<file path="config.mk">
export PLATFORM = sky130hd
export DESIGN_NAME = cmd_deserializer
export DESIGN_NICKNAME = d
export VERILOG_FILES = /design/src/rtl/knight_pkg.sv /design/src/rtl/resp_queue.sv /design/src/rtl/cmd_deserializer.sv
export SDC_FILE = /design/constraint.sdc
export NUM_CORES = 1
export LEC_CHECK = 0
export CORE_MARGIN = 8
export CORE_UTILIZATION = 45
export CTS_BUF_LIST = sky130_fd_sc_hd__clkbuf_8
export DETAILED_ROUTE_END_ITERATION = 10
export DONT_BUFFER_PORTS = 1
export GPL_ROUTABILITY_DRIVEN = 0
export GPL_TIMING_DRIVEN = 0
export MAX_ROUTING_LAYER = met4
export REMOVE_ABC_BUFFERS = 1
export SYNTH_ARGS = -nofsm -noshare
export SYNTH_HDL_FRONTEND = slang
export SYNTH_SLANG_ARGS = --single-unit
</file>
<file path="constraint.sdc">
create_clock -name clk -period 4.7 [get_ports clk]
set_clock_uncertainty 0.1 [all_clocks]
set_input_delay 0.47 -clock clk [delete_from_list [all_inputs] [get_ports clk]]
set_output_delay 0.47 -clock clk [all_outputs]
set_load 0.005 [all_outputs]
</file>
<file path="src/rtl/knight_pkg.sv">
// Shared types and constants for the command deserializer: FSM encodings, the
// default inter-byte timeout and the two acknowledge codes sent back to the host.
package knight_pkg;

    localparam int         GAP_CYCLES_DEF = 1_000_000;
    localparam logic [7:0] POS_ACK        = 8'hA5;
    localparam logic [7:0] MOVE_ACK       = 8'h5A;

    typedef enum logic {
        RX_HIGH = 1'b0,
        RX_LOW  = 1'b1
    } rx_state_t;

    typedef enum logic {
        TX_IDLE = 1'b0,
        TX_BUSY = 1'b1
    } tx_state_t;

endpackage

</file>
<file path="src/rtl/resp_queue.sv">
// Response transmitter: one byte in flight plus a one-deep pending slot; trmt one clock after accept.
// Requests arriving while the pending slot is full are dropped; tx_done frees the line.
module resp_queue
    import knight_pkg::*;
(
    input  logic       clk,
    input  logic       rst,
    input  logic [7:0] resp,
    input  logic       send_resp,
    input  logic       tx_done,
    output logic       trmt,
    output logic [7:0] tx_data,
    output logic       resp_sent
);

    tx_state_t  tx_state;
    logic       pend_vld;
    logic [7:0] pend_data;

    always_ff @(posedge clk or posedge rst) begin
        if (rst) begin
            tx_state  <= TX_IDLE;
            pend_vld  <= 1'b0;
            pend_data <= 8'h00;
            tx_data   <= 8'h00;
            trmt      <= 1'b0;
            resp_sent <= 1'b0;
        end else begin
            trmt      <= 1'b0;
            resp_sent <= 1'b0;
            unique case (tx_state)
                TX_IDLE: begin
                    if (send_resp) begin
                        tx_data  <= resp;
                        trmt     <= 1'b1;
                        tx_state <= TX_BUSY;
                    end
                end
                TX_BUSY: begin
                    if (tx_done) begin
                        resp_sent <= 1'b1;
                        if (pend_vld) begin
                            tx_data  <= pend_data;
                            trmt     <= 1'b1;
                            pend_vld <= 1'b0;
                        end else if (send_resp) begin
                            // Request racing the completion goes straight to the line.
                            tx_data  <= resp;
                            trmt     <= 1'b1;
                        end else begin
                            tx_state <= TX_IDLE;
                        end
                    end else if (send_resp && !pend_vld) begin
                        pend_data <= resp;
                        pend_vld  <= 1'b1;
                    end
                end
                default: tx_state <= TX_IDLE;
            endcase
        end
    end

endmodule

</file>
<file path="src/rtl/cmd_deserializer.sv">
// Assembles 16-bit commands from two UART bytes (cmd_rdy one clock after low byte) and returns responses.
// Receiver bytes are consumed the cycle they appear; a stalled low byte times out with gap_err.
module cmd_deserializer
    import knight_pkg::*;
#(
    parameter int GAP_CYCLES = GAP_CYCLES_DEF
) (
    input  logic        clk,
    input  logic        rst,
    input  logic [7:0]  rx_data,
    input  logic        rx_rdy,
    output logic        clr_rx_rdy,
    output logic [15:0] cmd,
    output logic        cmd_rdy,
    input  logic        clr_cmd_rdy,
    input  logic [7:0]  resp,
    input  logic        send_resp,
    output logic        trmt,
    output logic [7:0]  tx_data,
    input  logic        tx_done,
    output logic        resp_sent,
    output logic        gap_err
);

    localparam int            CW       = (GAP_CYCLES > 1) ? $clog2(GAP_CYCLES) : 1;
    localparam logic [CW-1:0] GAP_LAST = CW'(GAP_CYCLES - 1);

    rx_state_t     rx_state;
    logic [7:0]    high_byte;
    logic [CW-1:0] gap_cnt;

    assign clr_rx_rdy = rx_rdy;

    always_ff @(posedge clk or posedge rst) begin
        if (rst) begin
            rx_state  <= RX_HIGH;
            high_byte <= 8'h00;
            gap_cnt   <= '0;
            cmd       <= 16'h0000;
            cmd_rdy   <= 1'b0;
            gap_err   <= 1'b0;
        end else begin
            gap_err <= 1'b0;
            if (clr_cmd_rdy)
                cmd_rdy <= 1'b0;
            unique case (rx_state)
                RX_HIGH: begin
                    if (rx_rdy) begin
                        high_byte <= rx_data;
                        cmd_rdy   <= 1'b0;
                        gap_cnt   <= '0;
                        rx_state  <= RX_LOW;
                    end
                end
                RX_LOW: begin
                    // A byte arriving on the final count still completes the command.
                    if (rx_rdy) begin
                        cmd      <= {high_byte, rx_data};
                        cmd_rdy  <= 1'b1;
                        rx_state <= RX_HIGH;
                    end else if (gap_cnt == GAP_LAST) begin
                        gap_err  <= 1'b1;
                        gap_cnt  <= '0;
                        rx_state <= RX_HIGH;
                    end else begin
                        gap_cnt <= gap_cnt + 1'b1;
                    end
                end
                default: rx_state <= RX_HIGH;
            endcase
        end
    end

    resp_queue u_resp_queue (
        .clk       (clk),
        .rst       (rst),
        .resp      (resp),
        .send_resp (send_resp),
        .tx_done   (tx_done),
        .trmt      (trmt),
        .tx_data   (tx_data),
        .resp_sent (resp_sent)
    );

endmodule

</file>
# == Word level (Yosys, flattened, before mapping) ==
# Index checks and enable logic that the tools add are counted.
# classes
add_sub_neg,1
multipliers,0
n_div,0
order_cmp,0
n_eq_ne,4
n_shift,0
mux,29
n_bitwise,3
n_reduce_logical,8
# ops
op,n
$mux 20,3
$pmux 20 s2,1
$mux 8,3
$add 20x1->20 const B,1
$eq 20x20->1 const B,1
$mux 1,17
$pmux 8 s2,1
$pmux 1 s2,4
$reduce_and 2->1,4
$ne 2x2->1 const B,3
$not 1->1,3
$reduce_and 3->1,1
$reduce_bool 2->1,1
$logic_and 1x1->1,1
$logic_not 1->1,1
# totals
reg_bits,67
latch_bits,0
ram_bits,0
mem_bits_ro,0
in_bits,22
out_inout_bits,29
word_cells,57
n_memories,0

# == Logic depth before layout (Yosys ltp) ==
# logic_depth
word_depth,4
depth_mapped,7
ltp_nobuf,6

# == Cells and area by module ==
# A second synthesis with hierarchy kept.
# hier_totals
cells_unflattened,248
hier_area_um2,3039.2
# by_module_without_submodules
mod,instances,cells_per_inst,area_each_um2,seq_area_each_um2
cmd_deserializer,1,192,2184.6,1176.1
resp_queue,1,56,854.6,500.5

# == Least setup slack after synthesis ==
# No wires, ideal clock.
# synth_timing
kind,register to register
start,reg gap_cnt[0]
end,reg gap_cnt[18]
setup_time_ps,124
arrival_ps,1779
required_ps,4476
path_slack_ps,2697
path_stages_with_launch,8
n_path_buf,1
synth_period_minus_slack_ps,2003
path_cell_list,dfrtp_1 > ha_1 > nand2_1 > or2_4 > o41a_1 > buf_6 > and3_1 > a211o_1
# synth_via
elab_chain_cells,4
elab_cells_between_ends,5
classes_between,add/sub (1); eq/ne (1); mux (3)
# synth_rtl
item,line,source
start: declaration,cmd_deserializer.sv:30,logic [CW-1:0] gap_cnt;
start signal: assignment,cmd_deserializer.sv:66,gap_cnt <= gap_cnt + 1'b1;
$add 20x1->20 / $eq 20x20->1 (equally long branches),"cmd_deserializer.sv:66, cmd_deserializer.sv:61",
$mux 20 (*),cmd_deserializer.sv:61,end else if (gap_cnt == GAP_LAST) begin
$mux 20 (*),cmd_deserializer.sv:57,if (rx_rdy) begin
$pmux 20 s2 (*),cmd_deserializer.sv:46,unique case (rx_state)
# Every way passes the cells marked *; elsewhere a longest branch is shown, timed or not. The select of a mux whose other input is x is not followed.
# A chain may end at the register's enable or synchronous reset.

# == Worst setup path after layout ==
# layout_timing
start,reg rx_state
end,reg gap_cnt[19]
# layout_via
elab_chain_cells,3
elab_cells_between_ends,5
classes_between,eq/ne (2); mux (1); bitwise (1); reduce/logical (1)
# layout_rtl
item,line,source
start: declaration,cmd_deserializer.sv:28,rx_state_t rx_state;
start signal: assignment,cmd_deserializer.sv:36,rx_state <= RX_HIGH;
start signal: assignment,cmd_deserializer.sv:52,rx_state <= RX_LOW;
start signal: assignment,cmd_deserializer.sv:60,rx_state <= RX_HIGH;
$not 1->1 (no line),n/a,
$ne 2x2->1 (no line),n/a,
$reduce_and 2->1 (no line),n/a,
# Several ways; a longest one is shown, not always the timed one.

==> reports/results.ini <==
[worst_setup_path]
crit_buf_inv=1
cp_top_family=adder cells
cp-start-kind=flop
critPathMaxStageDelay_ns=0.61
arrival_ns=2.43
path_depth=6
cpMaxStageDelayCell=ha_1
reg2reg_setup_slack_ns=2.39
criticalPathCategory=flop to flop
endpoint_kind=flop
worstPathRequired_ns=4.82
path_cells=inv_1, ha_1, nor2_1, o41a_1, and3_1, a211o_1
r2r_cells=6
timing.critical_path.fanout_max=15

[cells_and_area]
multi_input_area_um2=1156
seqCellArea_um2=1677
antenna_cells=0
synthToLayoutAreaGrowth_pct=8.473
final_layout_size_suffix_gt1_share_pct=21.91
final_common_cell=dfrtp_1
layout.nets=272
fillers=583
mostFrequentLayoutCells=67 x dfrtp_1, 32 x mux2_2, 24 x nor2_1

[floorplanning]
ios=51
fp.dieW_um=96.40
row_count=29
die_h_um=96.40
core_region_area_um2=6314
start_util_pct=46.08
die_area_um2=9293

[global_routing]
grt_pass1_vias=1839
antenna_found_initial=0
grt_pass1_wl_mm=9.121
overflow=0
grt_max_degree=68
track_usage_pct=13.37

[run]
cap_viol_max_count=0

[synthesis]
syn_area_um2=2909
synth_edf_count=0
synth_area_leaders=dfrtp_1 58%, mux2_2 12%, nor2_1 3.1%
synthDominantCellAreaShare_pct=57.63
ys_warn_count=0
synthFlopType=dfrtp_1
ys_seq_elements=67
synth_top_area_cell=dfrtp_1
synthCells=244
avgSynthCellArea_um2=11.92
synthArstFlopShare_pct=100.0
ys_seq_area_share_pct=57.63
yosys.cell_types.count=37

[clock_network]
htree_levels=3
cts_tree=built
clk_latency_ns=0.34
cts_made_buffers=9
cts_resized=0
ctsHoldBuffers=0
cts_root_buf=clkbuf_8
cts_sinks=67
clk_pin_slew_ns=0.07
cts_setup_buffers=0
clock_path_buffers=2

[timing]
setup_ws_ns=2.388
rsz0062_at_grt=no
finalSetupTns_ns=0
setup-violations-final=0
hold_viol_final=0
drv_slew=0
post-route-min-period_ns=2.312
max-slew-margin-rel_pct=17.26
post-route-period-util_pct=49.18
max_slew.worst_pin.slew_ns=1.241
holdWs_ns=0.07340
max_freq_mhz=432.6

[drt]
drtAntennaViolNets=0
vias=1788
wirelength_mm=5.366
via_per_inst=5.451
drt_iter0_drc=59
drt-wirelength-per-cell_um=16.36
drcViolationCount=0
firstDrtPassIters=4

[pwr]
vdd_drop_max_mv=0.2389
leakagePower_nw=1.394
report.power.total_mw=1.448
p_per_area_nw_per_um2=458.9

[run_status]
status=finished, final reports clean

[placed_design]
place_ws_ns=2.437
place_hpwl_mm=3.668
portBuffers=0

[hold_path]
holdCritPathClass=input pin to async pin

==> worst register-to-register path, cell delays in order, from the launching register on <==
cell and delay (ns):
dfrtp_1 0.43, inv_1 0.11, ha_1 0.62, nor2_1 0.17
o41a_1 0.28, and3_1 0.24, a211o_1 0.26
==> stage by stage <==
stage	std cells	util [%]	area, um^2
2_1_floorplan	235	-	2860
3_3_place_gp	312	46.83	2957
3_5_place_dp	313	47.09	2973
4_1_cts	328	49.98	3156
5_1_grt	328	49.98	3156
6_report	328	49.98	3156
==> cell families after synthesis <==
logic type,after synthesis,synth area share [%]
flops,67,57.63
fa+ha+maj,3,1.290
compound gates,29,6.366
xor+xnor,11,3.312
buf+inv,18,2.838
mux,40,15.14
simple gates,76,13.42
==> Yosys cell counts, types with 2 or more instances <==
cell      count
dfrtp_1      67
mux2_2       32
nor2_1       24
a21oi_1      13
nand2_1      13
nand3_1      11
inv_1         9
mux2i_1       8
clkbuf_1      6
xor2_1        6
o21ai_0       5
xnor2_1       5
nand4_1       4
nor3_1        4
or3_1         4
a31oi_1       3
and3_1        3
ha_1          3
a211o_1       2
buf_4         2
nand2b_1      2
nand3b_1      2
nor4_1        2
==> power breakdown <==
group / leakage (nW) / switching, mW / internal, mW
Sequential: 0.828 / 0.0886 / 0.700
Clock: 0.0923 / 0.210 / 0.238
Combinational: 0.473 / 0.0983 / 0.114
Total: 1.39 / 0.397 / 1.05
==> state kept, by name, summed over array words and instances (netlist names), 8 cells and up <==
register / cells
u_resp_queue.pend_data: 8
u_resp_queue.tx_data: 8
cmd: 16
gap_cnt: 20
high_byte: 8
==> per-layer routing <==
metal	vias up	share of wire, %	track usage (%)
li1	861	-	-
met1	886	45	16.06
met5	-	0	-
met2	33	47	20.15
met3	8	6.7	4.096
met4	0	1.8	6.431
==> final timing paths <==
kind / to / startpoint
worst min register to register: cmd[8] / high_byte[0]
worst min-delay path: u_resp_queue.trmt / rst
worst max-delay path: gap_cnt[19] / rx_state
min in group clk: gap_err / rx_rdy
max in group asynchronous: gap_cnt[15] / rst
worst max register to register: gap_cnt[19] / rx_state
==> final cells by class <==
type	instances	share of cell area, %
multi-input cells	159	36.64
clock buffers	9	3.925
clock inverters	6	1.864
flip-flops and latches	67	53.13
well taps	77	3.053
repair buffers	1	0.2379
inverters	9	1.150
(Power assumes the default switching activity.)
